<file path="src/rtl/npu_fifo_pkg.sv">
// Shared definitions for the NPU stream FIFO: read-mode encodings and the
// non-power-of-two pointer increment.
package npu_fifo_pkg;

    localparam int FIFO_MODE_REG  = 0;
    localparam int FIFO_MODE_FWFT = 1;

    // Wraps at depth-1 by explicit compare so any depth >= 2 works.
    function automatic int unsigned ptr_inc(input int unsigned ptr, input int unsigned depth);
        return (ptr == depth - 1) ? 0 : ptr + 1;
    endfunction

endpackage

</file>
<file path="src/rtl/npu_fifo_ctrl.sv">
// FIFO control: read/write pointers, occupancy count, accept terms and all
// status flags (registered from the next count) including sticky errors.
module npu_fifo_ctrl
    import npu_fifo_pkg::*;
#(
    parameter int DEPTH     = 4,
    parameter int AFULL_TH  = DEPTH - 1,
    parameter int AEMPTY_TH = 1,
    parameter int PTR_W     = $clog2(DEPTH),
    parameter int CNT_W     = $clog2(DEPTH + 1)
) (
    input  logic             clk,
    input  logic             rst,
    input  logic             enable,
    input  logic             flush,
    input  logic             wr_en,
    input  logic             rd_en,
    output logic             wr_acc,
    output logic             rd_acc,
    output logic [PTR_W-1:0] wr_ptr,
    output logic [PTR_W-1:0] rd_ptr,
    output logic [CNT_W-1:0] count,
    output logic             full,
    output logic             empty,
    output logic             almost_full,
    output logic             almost_empty,
    output logic             overflow,
    output logic             underflow
);

    localparam logic [CNT_W-1:0] FULL_CNT = CNT_W'(DEPTH);
    localparam logic [CNT_W-1:0] AF_TH    = CNT_W'(AFULL_TH);
    localparam logic [CNT_W-1:0] AE_TH    = CNT_W'(AEMPTY_TH);
    localparam logic             AF_RST   = (AFULL_TH == 0);

    logic             op_ok;
    logic [CNT_W-1:0] cnt_nxt;

    // Flush wins over same-cycle requests, so it also masks the accept terms.
    assign op_ok  = enable & ~flush;
    assign rd_acc = op_ok & rd_en & ~empty;
    assign wr_acc = op_ok & wr_en & (~full | rd_acc);

    always_comb begin
        cnt_nxt = count;
        case ({wr_acc, rd_acc})
            2'b10:   cnt_nxt = count + 1'b1;
            2'b01:   cnt_nxt = count - 1'b1;
            default: cnt_nxt = count;
        endcase
    end

    always_ff @(posedge clk) begin
        if (rst || (enable && flush)) begin
            wr_ptr       <= '0;
            rd_ptr       <= '0;
            count        <= '0;
            full         <= 1'b0;
            empty        <= 1'b1;
            almost_full  <= AF_RST;
            almost_empty <= 1'b1;
            overflow     <= 1'b0;
            underflow    <= 1'b0;
        end else if (enable) begin
            if (wr_acc)
                wr_ptr <= PTR_W'(ptr_inc(int'(wr_ptr), DEPTH));
            if (rd_acc)
                rd_ptr <= PTR_W'(ptr_inc(int'(rd_ptr), DEPTH));
            count        <= cnt_nxt;
            full         <= (cnt_nxt == FULL_CNT);
            empty        <= (cnt_nxt == '0);
            almost_full  <= (cnt_nxt >= AF_TH);
            almost_empty <= (cnt_nxt <= AE_TH);
            if (wr_en && full && !rd_acc)
                overflow <= 1'b1;
            if (rd_en && empty)
                underflow <= 1'b1;
        end
    end

endmodule

</file>
<file path="src/rtl/npu_stream_fifo.sv">
// Register-based stream FIFO for NPU weight/activation staging with
// registered or first-word-fall-through read port.
module npu_stream_fifo
    import npu_fifo_pkg::*;
#(
    parameter int WIDTH     = 8,
    parameter int DEPTH     = 4,
    parameter int FWFT      = 0,
    parameter int AFULL_TH  = DEPTH - 1,
    parameter int AEMPTY_TH = 1
) (
    input  logic                       clk,
    input  logic                       rst,
    input  logic                       enable,
    input  logic                       flush,
    input  logic                       wr_en,
    input  logic [WIDTH-1:0]           data_in,
    input  logic                       rd_en,
    output logic [WIDTH-1:0]           data_out,
    output logic                       valid_out,
    output logic                       full,
    output logic                       empty,
    output logic                       almost_full,
    output logic                       almost_empty,
    output logic [$clog2(DEPTH+1)-1:0] count,
    output logic                       overflow,
    output logic                       underflow
);

    localparam int PTR_W = $clog2(DEPTH);
    localparam int CNT_W = $clog2(DEPTH + 1);

    logic             wr_acc;
    logic             rd_acc;
    logic [PTR_W-1:0] wr_ptr;
    logic [PTR_W-1:0] rd_ptr;
    logic [WIDTH-1:0] mem [DEPTH];

    npu_fifo_ctrl #(
        .DEPTH    (DEPTH),
        .AFULL_TH (AFULL_TH),
        .AEMPTY_TH(AEMPTY_TH),
        .PTR_W    (PTR_W),
        .CNT_W    (CNT_W)
    ) u_ctrl (
        .clk         (clk),
        .rst         (rst),
        .enable      (enable),
        .flush       (flush),
        .wr_en       (wr_en),
        .rd_en       (rd_en),
        .wr_acc      (wr_acc),
        .rd_acc      (rd_acc),
        .wr_ptr      (wr_ptr),
        .rd_ptr      (rd_ptr),
        .count       (count),
        .full        (full),
        .empty       (empty),
        .almost_full (almost_full),
        .almost_empty(almost_empty),
        .overflow    (overflow),
        .underflow   (underflow)
    );

    // Storage is never reset; only accepted writes touch it.
    always_ff @(posedge clk) begin
        if (wr_acc)
            mem[wr_ptr] <= data_in;
    end

    generate
        if (FWFT == FIFO_MODE_FWFT) begin : g_fwft
            // Empty presents zero so stale storage never leaks out after reset.
            assign data_out  = empty ? '0 : mem[rd_ptr];
            assign valid_out = ~empty;
        end else begin : g_reg
            logic [WIDTH-1:0] dout_p1;
            logic             vld_p1;

            // ---- stage p1: registered read port ----
            always_ff @(posedge clk) begin
                if (rst) begin
                    dout_p1 <= '0;
                    vld_p1  <= 1'b0;
                end else if (enable) begin
                    if (flush) begin
                        vld_p1 <= 1'b0;
                    end else if (rd_acc) begin
                        dout_p1 <= mem[rd_ptr];
                        vld_p1  <= 1'b1;
                    end else begin
                        vld_p1 <= 1'b0;
                    end
                end
            end

            assign data_out  = dout_p1;
            assign valid_out = vld_p1;
        end
    endgenerate

endmodule

</file>
<file path="config.mk">
export PLATFORM = sky130hd
export DESIGN_NAME = npu_stream_fifo
export DESIGN_NICKNAME = d
export VERILOG_FILES = /design/src/rtl/npu_fifo_pkg.sv /design/src/rtl/npu_fifo_ctrl.sv /design/src/rtl/npu_stream_fifo.sv
export SDC_FILE = /design/constraint.sdc
export NUM_CORES = 1
export LEC_CHECK = 0
export BUFFER_PORTS_ARGS = -buffer_cell sky130_fd_sc_hd__buf_2
export CAP_MARGIN = 10
export CORE_ASPECT_RATIO = 0.6
export CORE_MARGIN = 2
export CORE_UTILIZATION = 60
export DETAILED_ROUTE_END_ITERATION = 12
export GPL_TIMING_DRIVEN = 1
export PLACE_DENSITY = 0.84
export SLEW_MARGIN = 20
export SYNTH_ARGS = -nofsm -noshare
export SYNTH_HDL_FRONTEND = slang
export SYNTH_HIERARCHICAL = 1
export SYNTH_SLANG_ARGS = --single-unit
</file>
<file path="constraint.sdc">
create_clock -name clk -period 4.04 [get_ports clk]
set_input_delay 0.808 -clock clk [delete_from_list [all_inputs] [get_ports clk]]
set_output_delay 0.808 -clock clk [all_outputs]
set_load 0.05 [all_outputs]
</file>
-- After elaboration in Yosys (flattened, before gate mapping)
Memory sizes are Yosys's and may differ from the RTL's. A register that Yosys moved wholly into a read port is not among the register bits.
Index checks and enable logic that the tools add are counted.
- bitwise gates (word level): 9
- add/sub/neg operators: 4
- reduce and logical (&&, ||, !) cells: 12
- equal/unequal tests: 5
- mux-type cells: 7
- order comparisons: 2
- operators with widths (kind ; count):
    2-bit AND reduction ; 4
    2-bit == test, second input constant ; 3
    3-bit one-hot mux with 2 select lines ; 1
    1-bit AND ; 5
    2-bit by 1-bit adder with 2-bit output, second input constant ; 2
    1-bit logical AND ; 4
    1-bit two-way mux ; 4
    2-bit two-way mux ; 2
    3-bit by 1-bit adder with 3-bit output, second input constant ; 1
    3-bit == test, second input constant ; 1
    3-bit by 2-bit >= comparator with 1-bit output, second input constant ; 1
    3-bit by 1-bit less-or-equal comparator with 1-bit output, second input constant ; 1
    3-bit logical NOT ; 1
    1-bit NOT ; 3
    3-bit AND reduction ; 1
    3-bit by 1-bit subtractor with 3-bit output, second input constant ; 1
    2-bit by 1-bit == test with 1-bit output, second input constant ; 1
    1-bit logical NOT ; 1
    1-bit logical OR ; 1
    1-bit bitwise OR ; 1
- memories: 1
- register bits after elaboration: 14
- output and inout port bits: 18
- memory bits (writable): 32
- memories (name ; words ; bits a word ; rd ports ; clocked after memory_dff ; wr ports ; line ; RTL):
    mem ; 4 ; 8 ; 1 ; 1 ; 1 ; npu_stream_fifo.sv:37 ; logic [WIDTH-1:0] mem [DEPTH];

-- Longest topological paths before layout
Gate-level depths: netlist of the first run.
- word-level depth: 9
- mapped depth: 9
- mapped depth without buffers: 9

-- Hierarchy
Netlist of the first run, hierarchy kept.
- modules (own cells, without submodules) (module ; area an instance (µm²) ; sequential area each (µm²) ; instances ; cells each):
    npu_stream_fifo ; 1520.2 ; 1141.1 ; 1 ; 77
    npu_fifo_ctrl ; 661.9 ; 260.2 ; 1 ; 71

-- Worst setup path before layout of the first run
Ideal clock, no wire load.
- path type: input port to flip-flop
- start point: in flush
- end point: reg u_ctrl.almost_empty
- required time: 3.896 ns
- setup time: 0.144 ns
- arrival time: 2.400 ns
- setup slack: 1.497 ns
- stages on the path: 9
- buffers on the path: 0
- cells stage by stage: nand3b_1 > a21oi_4 > inv_2 > ha_1 > fa_1 > xnor2_1 > nor2_2 > xor2_1 > o221ai_1
- longest elaborated chain between the ends: 9
- elaborated cells on any way between the ends: 13
- classes of those cells: 1 x order compare; 2 x eq/ne; 1 x mux; 7 x bitwise; 2 x reduce/logical
- ends and longest elaborated chain (item ; line ; RTL):
    start: declaration ; npu_stream_fifo.sv:15 ; input logic flush,
    1-bit NOT (no line) * ; - ;
    1-bit AND * ; npu_fifo_ctrl.sv:40 ; assign op_ok = enable & ~flush;
    1-bit AND (2 in a row) ; npu_fifo_ctrl.sv:41 ; assign rd_acc = op_ok & rd_en & ~empty;
    1-bit bitwise OR ; npu_fifo_ctrl.sv:42 ; assign wr_acc = op_ok & wr_en & (~full | rd_acc);
    1-bit AND * ; npu_fifo_ctrl.sv:42 ;
    via wr_acc ; npu_stream_fifo.sv:33 ; logic wr_acc;
    2-bit by 1-bit == test with 1-bit output / 2-bit == test (equally long branches) ; npu_fifo_ctrl.sv:46 ; case ({wr_acc, rd_acc})
    3-bit one-hot mux with 2 select lines * ; npu_fifo_ctrl.sv:46 ;
    3-bit by 1-bit less-or-equal comparator with 1-bit output * ; npu_fifo_ctrl.sv:73 ; almost_empty <= (cnt_nxt <= AE_TH);
    end signal: assignment ; npu_fifo_ctrl.sv:73 ;
    end: declaration ; npu_fifo_ctrl.sv:26 ; output logic almost_empty,
The timed path passes the listed nets; every way through them passes the cells marked *.
A chain may end at the register's enable or synchronous reset.

-- Worst setup path in the final report of the first run
- start point: in enable
- end point: reg u_ctrl.empty
- longest elaborated chain between the ends: 8
- elaborated cells on any way between the ends: 12
- classes of those cells: 2 x eq/ne; 1 x mux; 6 x bitwise; 3 x reduce/logical
- ends and longest elaborated chain (item ; line ; RTL):
    start: declaration ; npu_stream_fifo.sv:14 ; input logic enable,
    1-bit AND * ; npu_fifo_ctrl.sv:40 ;
    1-bit AND (2 in a row) ; npu_fifo_ctrl.sv:41 ;
    1-bit bitwise OR ; npu_fifo_ctrl.sv:42 ;
    1-bit AND * ; npu_fifo_ctrl.sv:42 ;
    via wr_acc ; npu_stream_fifo.sv:33 ;
    2-bit by 1-bit == test with 1-bit output / 2-bit == test (equally long branches) ; npu_fifo_ctrl.sv:46 ;
    3-bit one-hot mux with 2 select lines * ; npu_fifo_ctrl.sv:46 ;
    3-bit logical NOT * ; npu_fifo_ctrl.sv:71 ; empty <= (cnt_nxt == '0);
    end signal: assignment ; npu_fifo_ctrl.sv:71 ;
    end: declaration ; npu_fifo_ctrl.sv:24 ; output logic empty,
Marks and branches as above.

==> results of run 1 <==
## flip-flops by register name, summed over array words and instances, names as in the netlist
name / cells
valid_out: 1
u_ctrl/count: 3
u_ctrl/overflow: 1
u_ctrl/rd_ptr: 2
mem: 32
u_ctrl/almost_empty: 1
u_ctrl/full: 1
u_ctrl/underflow: 1
u_ctrl/wr_ptr: 2
u_ctrl/empty: 1
data_out: 8
u_ctrl/almost_full: 1
## where the power goes
| part | switching [W] | total [W] | internal, W |
|---|---|---|---|
| Clock | 0.000163 | 0.000340 | 0.000177 |
| Combinational | 0.0000372 | 0.0000572 | 0.0000200 |
| Sequential | 0.00000510 | 0.000594 | 0.000589 |
## per-layer routing
| metal | vias up | track usage |
|---|---|---|
| met4 | 0 | 0.0750 |
| met1 | 626 | 0.310 |
| met2 | 51 | 0.279 |
| met3 | 5 | 0.0594 |
| li1 | 619 | - |
| met5 | - | 0 |
## area by class of cell
cell class                      count  area (um2)
Multi-Input combinational cell     85         736
Timing Repair Buffer               32         163
Tap cell                           45        56.3
Fill cell                         204         885
Clock buffer                        8         111
Sequential cell                    54        1400
Inverter                            3        11.3
## worst max-delay path by stage
stage,cells past startpoint,endpoint,start,slack (ps)
after floorplan,9,u_ctrl/almost_empty,flush,1500
after global placement,10,u_ctrl/empty,enable,1220
after detailed placement,10,u_ctrl/almost_empty,enable,1100
after CTS,10,u_ctrl/almost_empty,enable,1430
after global routing,10,u_ctrl/empty,enable,1240
final,10,u_ctrl/empty,enable,1420
## per-stage QoR
step                cell area [um2]  utilization
finish                         2480        0.737
global route                   2480        0.737
CTS                            2480        0.737
detailed placement             2370        0.704
global placement               2370        0.704
floorplan                      2180            -
## Yosys cell counts (all sizes together) (3+ instances only)
library cell,n
mux2i,4
edfxtp,32
nor2b,9
ha,3
a31oi,3
nand2,3
nand2b,3
dfxtp,22
nor2,17
buf,4
inv,3
a22o,9
a21oi,3
nand3b,3
xnor2,4
mux4,8
## worst max-delay path: cells and delay by family
family,cells,cell delay (ps)
buf+inv,2,290
compound gates,2,390
fa+ha+maj,2,620
xor+xnor,2,370
simple gates,2,300
## placed cells by master, fill, tap and decap left out, drive strengths merged, types with 2 or more instances in the layout
cell and n:
xnor2 4, nor2 17, o221ai 2, nand2 3, clkbuf 8, nand3 2
nor2b 9, buf 32, a22o 9, dfxtp 22, edfxtp 32, mux4 8
a31oi 3, nand2b 3, inv 3, ha 3, nand3b 3, a21oi 3
mux2i 4
## cell families after synthesis
| family | after synthesis |
|---|---|
| flops | 54 |
| xor+xnor | 5 |
| mux | 12 |
| simple gates | 43 |
| buf+inv | 9 |
| fa+ha+maj | 4 |
| compound gates | 21 |
==> key figures, run 1 <==
Worst setup path
  • Critical-path top delay cell: fa_1
  • Cell count of the worst reg-to-reg path: 9
  • Worst r2r src: u_ctrl/empty
  • Critical path capture point type: flop
  • Arrival @ worst endpoint: 2790 ps
  • Slowest stage delay, CP: 390 ps
  • FF-to-FF End: u_ctrl/empty
  • Critical Path Source Type: input pin
  • R2r setup slk: 1760 ps
  • CP cell instances: buf_2, nand3b_1, a21oi_4, inv_2, ha_1, fa_1, xnor2_1, nor2_2, xor2_1, o221ai_1
  • Crit Path Category: in2reg
  • Critical Path RT: 4210 ps
  • CP Max Fanout: 18

Synth
  • FF+latch count, synth: 54
  • Post-Synth Adder-Cell Area: 0.0264
  • Xor and xnor area share after synthesis: 0.0201
  • FFs w/ async S/R, synth: 0
  • Gate Count Post-Synth: 148
  • Share of the synthesized area in the top cell type: 0.440
  • Sequential share of the synthesized area: 0.642
  • Post-synth EDFFs: 32
  • Warnings from Yosys: 6
  • Synth unique cells: 35
  • Post-synth top area cell: edfxtp_1
  • Syn avg cell area: 14.7 um2
  • Post-Syn Area: 2180 um2
  • Post-synthesis mux area share: 0.101
  • Synth area leaders: edfxtp_1, dfxtp_1, mux4_2
  • Compound-Gate Fraction of Synth Area: 0.0808
  • Most used DFF post-synth: edfxtp_1
  • Simple-gate area share of the yosys netlist: 0.109
  • Synth Net Count: 166
  • Largest family of logic cells by synthesized area: simple AND/OR/NAND/NOR gates

GRT
  • Grt ovf: 0
  • First-pass GRT wire length: 5840 um
  • Largest net degree at the start of global routing: 19
  • GRT Total Usage: 0.204
  • Antenna violations before repair: 0
  • Vias in the first global route: 1163

Routing
  • DR pass1 iterations: 4
  • WL met3: 277 um
  • Routed WL per cell: 16.3 um
  • Via count: 1301
  • Routed wire length on met2: 1510 um
  • Drt drc: 0
  • Wl on met1: 1850 um
  • Vias per inst: 5.73
  • Top Metal Used: met4
  • Antenna Nets Post-Route: 0
  • 1st-iter DRT viols: 104
  • Detailed-route wire length: 3690 um

STA
  • Endpoints failing hold: 0
  • Worst Clk Skew: 5.02 ps
  • Final min period: 2620 ps
  • Worst slew pin tran: 1080 ps
  • RSZ-0062 raised after global routing: no
  • Final setup vio count: 0
  • WHS: 474 ps
  • Final setup margin: 1420 ps
  • Fmax: 382 MHz
  • Max-slew violations: 0
  • Fin crit share: 0.648
  • Slew headroom: 0.271
  • Sum Neg Setup Slack: 0 ps

Cells and area
  • Share of layout cells above drive strength 1: 0.280
  • Non-filler cells, final: 227
  • N_diodes: 0
  • Nets@finish: 199
  • Area grow syn2layout: 13.6%

Floorplan
  • Row count: 16
  • Core area: 3360 um2
  • Die width: 81.9 um
  • I/O Pins: 32
  • DIE HEIGHT: 50.7 um
  • Die ar.: 4150 um2
  • Initial Utilization: 0.649

Clock network
  • CTS sink cnt: 54
  • Post_cts resized: 0
  • Worst-Skew Late Latency: 300 ps
  • H-tree depth: 2
  • CTS tree: yes
  • Post-CTS Setup Bufs: 0
  • Post-CTS Hold Buffers: 0
  • Clock root buffer: clkbuf_8
  • Clock Pin Slew Worst Setup and Hold Paths: 90 ps
  • TritonCTS Buffers: 5
  • Max clock buf depth: 2

Flow run
  • Max-cap violations: 0

Place
  • Placed cells: 219
  • Post-DP HPWL: 2710 um
  • Placer Congestion: 0.826
  • IO Port Bufs: 31
  • Post-place setup slack: 1100 ps

Hold path
  • Min-delay src: valid_out
  • Worst hold stages: 2
  • Worst Hold Path EP: valid_out
  • HP Class: reg2reg

Power
  • Total power: 0.000991 W
  • Leakage: 0.952 nW
  • Max rail drop VDD: 0.279 mV
  • Cell Pwr Density: 400 nW/um2

Status
  • Status: complete, no violations
Note: power is estimated with default switching activity, not from simulation.
==> run 2: changes to the inputs <==
- CORE_UTILIZATION: 60 -> 55
- PLACE_DENSITY: 0.84 -> 0.78
- clock period: 4.04 -> 2.7 ns (I/O delays scaled with it)
==> run 2 against run 1 <==
Compared with the run above:
- utilization shrank 6.5 points
- first-iteration DRC count grew 18%
- combinational power grew 56%
- sequential power grew 50%
- worst hold slack lost 22 ps
- highest routed layer unchanged
- power grew 50%
- cell count grew 3.1%
- flip-flop and latch count is the same
- sequential share of layout area shrank 0.84 points
- critical path depth is the same
- count of clock-buffer cells in the layout shrank 3
- largest cell class unchanged
- largest power group unchanged
==> key figures, run 2 (synthesis results as in run 1) <==
Routing
  • Via count: 1325
  • 1st-iter DRT viols: 123
  • Routed WL per cell: 17.4 um
  • Detailed-route wire length: 4080 um
  • DR pass1 iterations: 4
  • Vias per inst: 5.66
  • Drt drc: 0
  • Antenna Nets Post-Route: 0

Power
  • Clk pwr share: 0.344
  • Sequential power share: 0.596
  • Psw: 0.000305 W
  • Comb pwr share: 0.060
  • Total power: 0.00149 W
  • Int Pwr: 0.00119 W
  • Leakage: 0.979 nW
  • Switching power share of the total: 0.205
  • Cell Pwr Density: 592 nW/um2
  • Max rail drop VDD: 0.325 mV

Clock network
  • Clock Pin Slew Worst Setup and Hold Paths: 90 ps
  • Clock root buffer: clkbuf_8
  • Post-CTS Setup Bufs: 0
  • TritonCTS Buffers: 5
  • Post-CTS Hold Buffers: 0
  • Max clock buf depth: 2
  • Worst-Skew Late Latency: 290 ps
  • H-tree depth: 2
  • CTS sink cnt: 54
  • Post_cts resized: 0
  • CTS tree: yes

GRT
  • Vias in the first global route: 1319
  • Antenna violations before repair: 0
  • GRT Total Usage: 0.200
  • Grt ovf: 0
  • Largest net degree at the start of global routing: 17
  • First-pass GRT wire length: 6510 um

Floorplan
  • Initial Utilization: 0.583
  • DIE HEIGHT: 52.8 um
  • Core area: 3740 um2
  • Die width: 85.3 um
  • Die ar.: 4500 um2
  • Row count: 17
  • I/O Pins: 32

Worst setup path
  • Critical Path RT: 2880 ps
  • FF-to-FF End: u_ctrl/count[2]
  • CP Max Fanout: 6
  • Crit Path Category: in2reg
  • Cell count of the worst reg-to-reg path: 9
  • Critical path capture point type: flop
  • Arrival @ worst endpoint: 2430 ps
  • Critical Path Source Type: input pin
  • R2r setup slk: 450 ps
  • Worst r2r src: u_ctrl/empty

Flow run
  • Max-cap violations: 0

Place
  • Placer Congestion: 0.843
  • Placed cells: 226
  • Post-DP HPWL: 2960 um
  • IO Port Bufs: 31

STA
  • RSZ-0062 raised after global routing: no
  • Fin crit share: 0.835
  • Final min period: 2250 ps
  • Max-slew violations: 0
  • Fmax: 444 MHz
  • Endpoints failing hold: 0
  • Slew headroom: 0.581
  • Final setup vio count: 0
  • Worst Clk Skew: 6.14 ps
  • Worst slew pin tran: 628 ps
  • Sum Neg Setup Slack: 0 ps

Cells and area
  • Max reg flops: 32
  • Most common cell after layout, fill and taps aside: edfxtp_1
  • Share of layout cells above drive strength 1: 0.305
  • Filler cell count in the final layout: 262
  • Reg area: 1400 um2
  • Nets@finish: 204
  • N_diodes: 0
  • Non-filler cells, final: 234
  • Most frequent cells in the layout: edfxtp_1, buf_2, dfxtp_1
  • Multi-input logic area: 736 um2
  • Area grow syn2layout: 15.3%
  • Largest Register: mem

Hold path
  • HP Class: in2reg
  • Worst Hold Path EP: mem[0][2]
  • Worst hold stages: 1
  • Min-delay src: data_in[2]

Status
  • Status: complete, no violations
==> run 2: cell type report <==
type,count,share of cell area
sequential,54,0.557
multi-input combinational,85,0.292
timing repair buffer,37,0.0796
clock buffer,5,0.0273
tap,47,0.0234
clock inverter,3,0.0159
inverter,3,0.00448
==> run 2: stage by stage <==
step	setup WS (ps)	util	instance area [um2]	hold WS, ps
after floorplan	366	-	2180	485
after global placement	286	0.643	2410	447
after detailed placement	207	0.643	2410	457
after CTS	514	0.672	2520	442
after global routing	336	0.672	2520	447
final	445	0.672	2520	452
==> run 2: critical path, stage by stage <==
cell and delay, ps:
buf_2 130, nand3b_1 200, a21oi_4 160, inv_2 40, ha_1 230, fa_1 390
xnor2_1 250, and2b_1 230, xnor2_1 180, nor2_1 70
==> run 2: per-layer routing <==
metal  GRT usage  vias to the layer above  share of wire
met3      0.0567                        4          0.058
met1       0.280                      656           0.50
met4      0.0635                        0         0.0061
met5           0                        -              0
met2       0.306                       35           0.43
li1            -                      630              -
==> run 2: how the worst max path moves through the flow <==
stage	from	end	cells past startpoint
2_1_floorplan	u_ctrl/empty	u_ctrl/almost_empty	8
3_3_place_gp	flush	u_ctrl/empty	10
3_5_place_dp	flush	u_ctrl/count[2]	10
4_1_cts	flush	u_ctrl/count[2]	10
5_1_grt	u_ctrl/empty	u_ctrl/almost_full	9
6_report	flush	u_ctrl/count[2]	10
==> run 2: power groups by stage <==
stage / registers (W) / clock network, W / logic, W
6_report: 0.000889 / 0.000513 / 0.0000891
5_1_grt: 0.000890 / 0.000561 / 0.0000960
4_1_cts: 0.000889 / 0.000529 / 0.0000880
3_5_place_dp: 0.000908 / 0 / 0.0000875
3_3_place_gp: 0.000906 / 0 / 0.0000841
2_1_floorplan: 0.000923 / 0 / 0.0000365
